File: src/rtl/adder_arb_pkg.sv
// Shared state encoding and sizing helper for the adder sharing arbiter.
package adder_arb_pkg;

  localparam logic ST_IDLE  = 1'b0;
  localparam logic ST_GRANT = 1'b1;

  typedef enum logic {
    StIdle  = ST_IDLE,
    StGrant = ST_GRANT
  } arb_state_e;

  // Ceiling log2 with a floor of 1 so single-value ranges still get a bit.
  function automatic int unsigned clog2(input int unsigned value);
    int unsigned res;
    res = 1;
    for (int unsigned i = 1; i < 32; i++) begin
      if ((64'(1) << i) < 64'(value)) begin
        res = i + 1;
      end
    end
    return res;
  endfunction

endpackage

File: src/rtl/rr_picker.sv
// Round-robin first-one search over the request vector, starting just after ptr_i.
module rr_picker #(
  parameter int unsigned NREQ = 4,
  parameter int unsigned IDW  = 2
) (
  input  logic [NREQ-1:0] valid_i,
  input  logic [IDW-1:0]  ptr_i,
  output logic [IDW-1:0]  pick_o,
  output logic            any_valid_o
);

  logic [IDW-1:0] idx;

  always_comb begin
    pick_o      = '0;
    any_valid_o = 1'b0;
    idx         = '0;
    // i runs 1..NREQ so the current pointer holder is checked last.
    for (int unsigned i = 1; i <= NREQ; i++) begin
      idx = IDW'((32'(ptr_i) + i) % NREQ);
      if (!any_valid_o && valid_i[idx]) begin
        any_valid_o = 1'b1;
        pick_o      = idx;
      end
    end
  end

endmodule

File: src/rtl/adder_share_arbiter.sv
// Packet-locked round-robin sharing of one external combinational adder among NREQ sources,
// with a single-entry registered result carrying the producing requester id.
module adder_share_arbiter
  import adder_arb_pkg::*;
#(
  parameter int unsigned N         = 18,
  parameter int unsigned NREQ      = 4,
  parameter int unsigned IDW       = clog2(NREQ),
  parameter int unsigned MAX_BURST = 20
) (
  input  logic              clk,
  input  logic              rst_n,
  input  logic [NREQ-1:0]   req_valid,
  input  logic [NREQ-1:0]   req_last,
  input  logic [NREQ*N-1:0] req_op1,
  input  logic [NREQ*N-1:0] req_op2,
  output logic [NREQ-1:0]   req_ready,
  output logic [N-1:0]      add_in1,
  output logic [N-1:0]      add_in2,
  input  logic [N-1:0]      add_sum,
  output logic              res_valid,
  input  logic              res_ready,
  output logic [N-1:0]      res_sum,
  output logic [IDW-1:0]    res_id,
  output logic              res_last
);

  localparam int unsigned CW = clog2(MAX_BURST);
  localparam logic [CW-1:0] LastCnt = CW'(MAX_BURST - 1);

  arb_state_e     state_q, state_d;
  logic [IDW-1:0] rr_ptr_q, rr_ptr_d;
  logic [IDW-1:0] owner_q, owner_d;
  logic [CW-1:0]  beat_cnt_q, beat_cnt_d;
  logic           res_valid_q, res_valid_d;
  logic [N-1:0]   res_sum_q, res_sum_d;
  logic [IDW-1:0] res_id_q, res_id_d;
  logic           res_last_q, res_last_d;

  logic [IDW-1:0] pick;
  logic           any_valid;
  logic           can_acc;
  logic           acc;
  logic           release_pkt;
  logic [N-1:0]   op1_arr [NREQ];
  logic [N-1:0]   op2_arr [NREQ];

  for (genvar g = 0; g < NREQ; g++) begin : g_unpack
    assign op1_arr[g] = req_op1[g*N +: N];
    assign op2_arr[g] = req_op2[g*N +: N];
  end

  rr_picker #(
    .NREQ (NREQ),
    .IDW  (IDW)
  ) u_picker (
    .valid_i     (req_valid),
    .ptr_i       (rr_ptr_q),
    .pick_o      (pick),
    .any_valid_o (any_valid)
  );

  // Handshake and operand gating; operands stay at zero unless a beat is actually taken.
  always_comb begin
    can_acc     = !res_valid_q || res_ready;
    acc         = 1'b0;
    req_ready   = '0;
    add_in1     = '0;
    add_in2     = '0;
    release_pkt = 1'b0;
    if (state_q == StGrant) begin
      req_ready[owner_q] = can_acc;
      acc                = req_valid[owner_q] && can_acc;
    end
    if (acc) begin
      add_in1     = op1_arr[owner_q];
      add_in2     = op2_arr[owner_q];
      release_pkt = req_last[owner_q] || (beat_cnt_q == LastCnt);
    end
  end

  always_comb begin
    state_d    = state_q;
    rr_ptr_d   = rr_ptr_q;
    owner_d    = owner_q;
    beat_cnt_d = beat_cnt_q;
    unique case (state_q)
      StIdle: begin
        if (any_valid) begin
          owner_d    = pick;
          beat_cnt_d = '0;
          state_d    = StGrant;
        end
      end
      StGrant: begin
        if (acc) begin
          if (release_pkt) begin
            rr_ptr_d   = owner_q;
            beat_cnt_d = '0;
            state_d    = StIdle;
          end else begin
            beat_cnt_d = beat_cnt_q + 1'b1;
          end
        end
      end
      default: state_d = StIdle;
    endcase
  end

  // A new beat reloads the register even while the previous result is being taken.
  always_comb begin
    res_valid_d = res_valid_q;
    res_sum_d   = res_sum_q;
    res_id_d    = res_id_q;
    res_last_d  = res_last_q;
    if (acc) begin
      res_valid_d = 1'b1;
      res_sum_d   = add_sum;
      res_id_d    = owner_q;
      res_last_d  = req_last[owner_q];
    end else if (res_ready) begin
      res_valid_d = 1'b0;
    end
  end

  always_ff @(posedge clk or negedge rst_n) begin
    if (!rst_n) begin
      state_q     <= StIdle;
      rr_ptr_q    <= IDW'(NREQ - 1);
      owner_q     <= '0;
      beat_cnt_q  <= '0;
      res_valid_q <= 1'b0;
      res_sum_q   <= '0;
      res_id_q    <= '0;
      res_last_q  <= 1'b0;
    end else begin
      state_q     <= state_d;
      rr_ptr_q    <= rr_ptr_d;
      owner_q     <= owner_d;
      beat_cnt_q  <= beat_cnt_d;
      res_valid_q <= res_valid_d;
      res_sum_q   <= res_sum_d;
      res_id_q    <= res_id_d;
      res_last_q  <= res_last_d;
    end
  end

  assign res_valid = res_valid_q;
  assign res_sum   = res_sum_q;
  assign res_id    = res_id_q;
  assign res_last  = res_last_q;

endmodule
File: config.mk
export PLATFORM = sky130hd
export DESIGN_NAME = adder_share_arbiter
export DESIGN_NICKNAME = d
export VERILOG_FILES = /design/src/rtl/adder_arb_pkg.sv /design/src/rtl/rr_picker.sv /design/src/rtl/adder_share_arbiter.sv
export SDC_FILE = /design/constraint.sdc
export NUM_CORES = 1
export LEC_CHECK = 0
export ABC_AREA = 1
export BUFFER_PORTS_ARGS = -buffer_cell sky130_fd_sc_hd__buf_2
export CAP_MARGIN = 5
export CORE_AREA = 2 2 91 93
export CTS_CLUSTER_SIZE = 10
export DETAILED_ROUTE_END_ITERATION = 10
export DIE_AREA = 0 0 93 95
export HOLD_SLACK_MARGIN = 0.02
export PLACE_DENSITY_LB_ADDON = 0.15
export SLEW_MARGIN = 20
export SYNTH_ARGS = -nofsm -noshare
export SYNTH_HDL_FRONTEND = slang
export SYNTH_SLANG_ARGS = --single-unit
File: constraint.sdc
create_clock -name clk -period 3.46 [get_ports clk]
set_input_delay 0.519 -clock clk [delete_from_list [all_inputs] [get_ports clk]]
set_output_delay 0.519 -clock clk [all_outputs]
set_load 0.03 [all_outputs]
==> impl_results.md <==
- Clk_lat worst skew: approximately 0.28 ns
- I/O Pins: 235
- Post-Syn Area per Cell: 6.67 sq um
- Dpl cell area: 3900 sq um
- Period utilization: 83.0%
- Status: finished, final reports clean
- Ys Warns: 0
- Layout cells sized above 1: 44.6%
- Post-Syn Instances: 400
- CP Class: reg2out
- Largest net degree at the start of global routing: 37
- Vias in the first global route: just over 3000
- Worst slew pin tran: 0.699 ns
- Post-route minimum period: 2.87 ns
- RSZ-0062 raised after global routing: false
- Leakage: 2.24 nW
- Crit path required time: about 2.9 ns
- Max cap viols: 0
- First DRT Iteration DRCs: 141
- Post-synthesis register bit count: 32
- Starting Density: about 34%
- Worst vdd ir: 0.471 mV
- Final Instance Area: 3980 sq um
- Initial antenna violation count: 1
- # setup viols final: 0
- Reg2reg setup slack: 1.21 ns
- Post-synthesis sequential area ratio: 30.1%
- First-pass detailed-route iteration total: 4
- Critical path launch point type: flip-flop
- Final ANT Viol Nets: 0
- Crit path DAT: 2.35 ns
- Cell Pwr Density: 909 nW/um^2
- Commonest non-fill, non-tap cell in the layout: buf_2
- Setup Fix Bufs, Post-CTS: 0
- Syn nets: 574
- First-pass GRT wire length: 15.3 mm
- HPWL after detailed placement: 7.99 mm
- Hold Vio Cnt, Final: 0
- CTS Buf Count: 5
- Core Area: 7930 sq um
- CP endpoint kind: output pin
- Die height: 95 microns
- Final Max Slew Viols: 0
- Worst Skew: 0.00788 ns
- Congestion Overflow GR: 0
- All-Layer GR Usage: 21.7%
- Die W: 93 microns
- TritonCTS clock tree: yes
- Clk sinks: 32
- Routed len/inst: roughly 14 microns
- Max frequency: 348 MHz
- CTS Hold Buffers Added: 0
- Clk slew on worst S/H paths: 0.07 ns
- Vias: 3566
- Mapped cell area: 2670 sq um
- Syn-to-layout area delta: 49.2%
- Most frequent cells in the layout: buf_2 (234), nand2_1 (198), a22oi_1 (36), dfrtp_1 (30), a31oi_1 (19)
- Yosys cell types: 25
- Critical Path Fanout Max: 27
- Gp weighted congestion: 0.785
- Slew headroom: 53.4%
- DR DRC count: 0
- Total negative setup slack: 0 ns
- Via density: ~4.9
- Clock Path Buffers: 2
- # nets final: 798
- Buffers added on ports: 234
- Clock root cell: clkbuf_8
- WL final: ~10 mm
- Resized cells post-CTS: 0
- Std cell rows: 33
- H-tree Lvls: 2
- Die area: 8840 sq um
- Hold Path Class: in2async
## registers in the layout, indices dropped and copies added (netlist names)
name / count
beat_cnt_q: 5
owner_q: 2
res_id: 2
res_last: 1
res_sum: 18
res_valid: 1
rr_ptr_q: 2
state_q: 1
## layout make-up
class                           instances  area [sq um]
Fill cell                             830          3950
Multi-Input combinational cell        324          1650
Timing Repair Buffer                  241          1240
Sequential cell                        32           803
Tap cell                              105           131
Clock buffer                            7          76.3
Inverter                               20          75.1
Clock inverter                          1          5.00
Antenna cell                            1          2.50
## report_power, final
group / leakage (nW) / switching (mW) / internal [mW] / total, mW
Clock: 0.0422 / 0.131 / 0.141 / 0.272
Sequential: 0.395 / 0.148 / 0.554 / 0.703
Combinational: 1.80 / 1.85 / 0.794 / 2.64
Total: 2.24 / 2.13 / 1.49 / 3.62
## synthesized netlist by cell type
library cell / count / share of area (%)
nor3_1: 3 / 0.56
dfstp_2: 2 / 2.0
inv_1: 14 / 2.0
buf_6: 4 / 1.7
a21oi_1: 3 / 0.56
nand4_1: 1 / 0.23
nor2_4: 3 / 1.3
buf_2: 5 / 0.94
nand3_1: 17 / 3.2
nand2_1: 198 / 28
dfrtp_1: 30 / 28
o21ai_0: 4 / 0.75
clkinv_1: 1 / 0.14
a31oi_1: 19 / 4.5
clkbuf_1: 12 / 1.7
a31oi_2: 18 / 8.4
a21o_1: 1 / 0.28
nand2_2: 2 / 0.47
xor2_1: 3 / 0.98
a22oi_1: 36 / 10
nor2_1: 13 / 1.8
nor2_2: 2 / 0.47
inv_2: 5 / 0.70
ha_1: 1 / 0.47
buf_4: 3 / 0.84
## worst max-delay path, cell delays in order (launching register included)
cell	delay, ns
dfrtp_1	0.54
inv_2	0.13
nand3_1	0.09
nand2_1	0.06
nor2_1	0.18
nor2_4	0.05
inv_2	0.28
buf_4	0.45
a31oi_2	0.07
buf_2	0.20
## path summary, 6_finish.rpt
| kind | to | from | cells after the start |
|---|---|---|---|
| max | add_in2[9] | owner_q[0] | 9 |
| min | res_sum[9] | rst_n | 1 |
| max reg2reg | beat_cnt_q[0] | owner_q[1] | 10 |
| min reg2reg | res_sum[17] | res_sum[17] | 2 |
| max in group asynchronous | res_sum[0] | rst_n | 1 |
| min in group clk | res_sum[13] | add_sum[13] | 3 |
## per-stage QoR
step | cells | worst slack [ns] | hold slack [ns] | power (mW) | util [%]
floorplan | 400 | 1.15 | 0.223 | 2.66 | -
global placement | 722 | 0.906 | 0.450 | 3.33 | 49.2
detailed placement | 722 | 0.873 | 0.454 | 3.36 | 49.2
CTS | 730 | 0.567 | 0.302 | 3.64 | 50.2
global route | 731 | 0.339 | 0.334 | 3.93 | 50.2
finish | 731 | 0.588 | 0.278 | 3.62 | 50.2
## layer usage
| layer | part of all wire, % | up-vias | track usage [%] | routed length, microns |
|---|---|---|---|---|
| met5 | 0 | - | 0 | 0 |
| met4 | 1.4 | 0 | 4.66 | 142 |
| met3 | 6.9 | 11 | 4.15 | 719 |
| met2 | 51 | 131 | 38.6 | 5240 |
| met1 | 41 | 1636 | 27.3 | 4260 |
| li1 | - | 1788 | - | - |
## kinds of logic (layout without fill, tap and decap cells)
group	Yosys count	after routing	share of synthesized area, %
AO/OA/AOI/OAI	81	81	24.6
XOR/XNOR	3	3	0.985
adder cells (fa/ha/maj)	1	1	0.469
buffers and inverters	44	269	7.97
flip-flops	32	32	30.1
other	0	1	0
AND/OR/NAND/NOR	239	239	35.9
No activity file was read; power rests on OpenSTA's default activity.
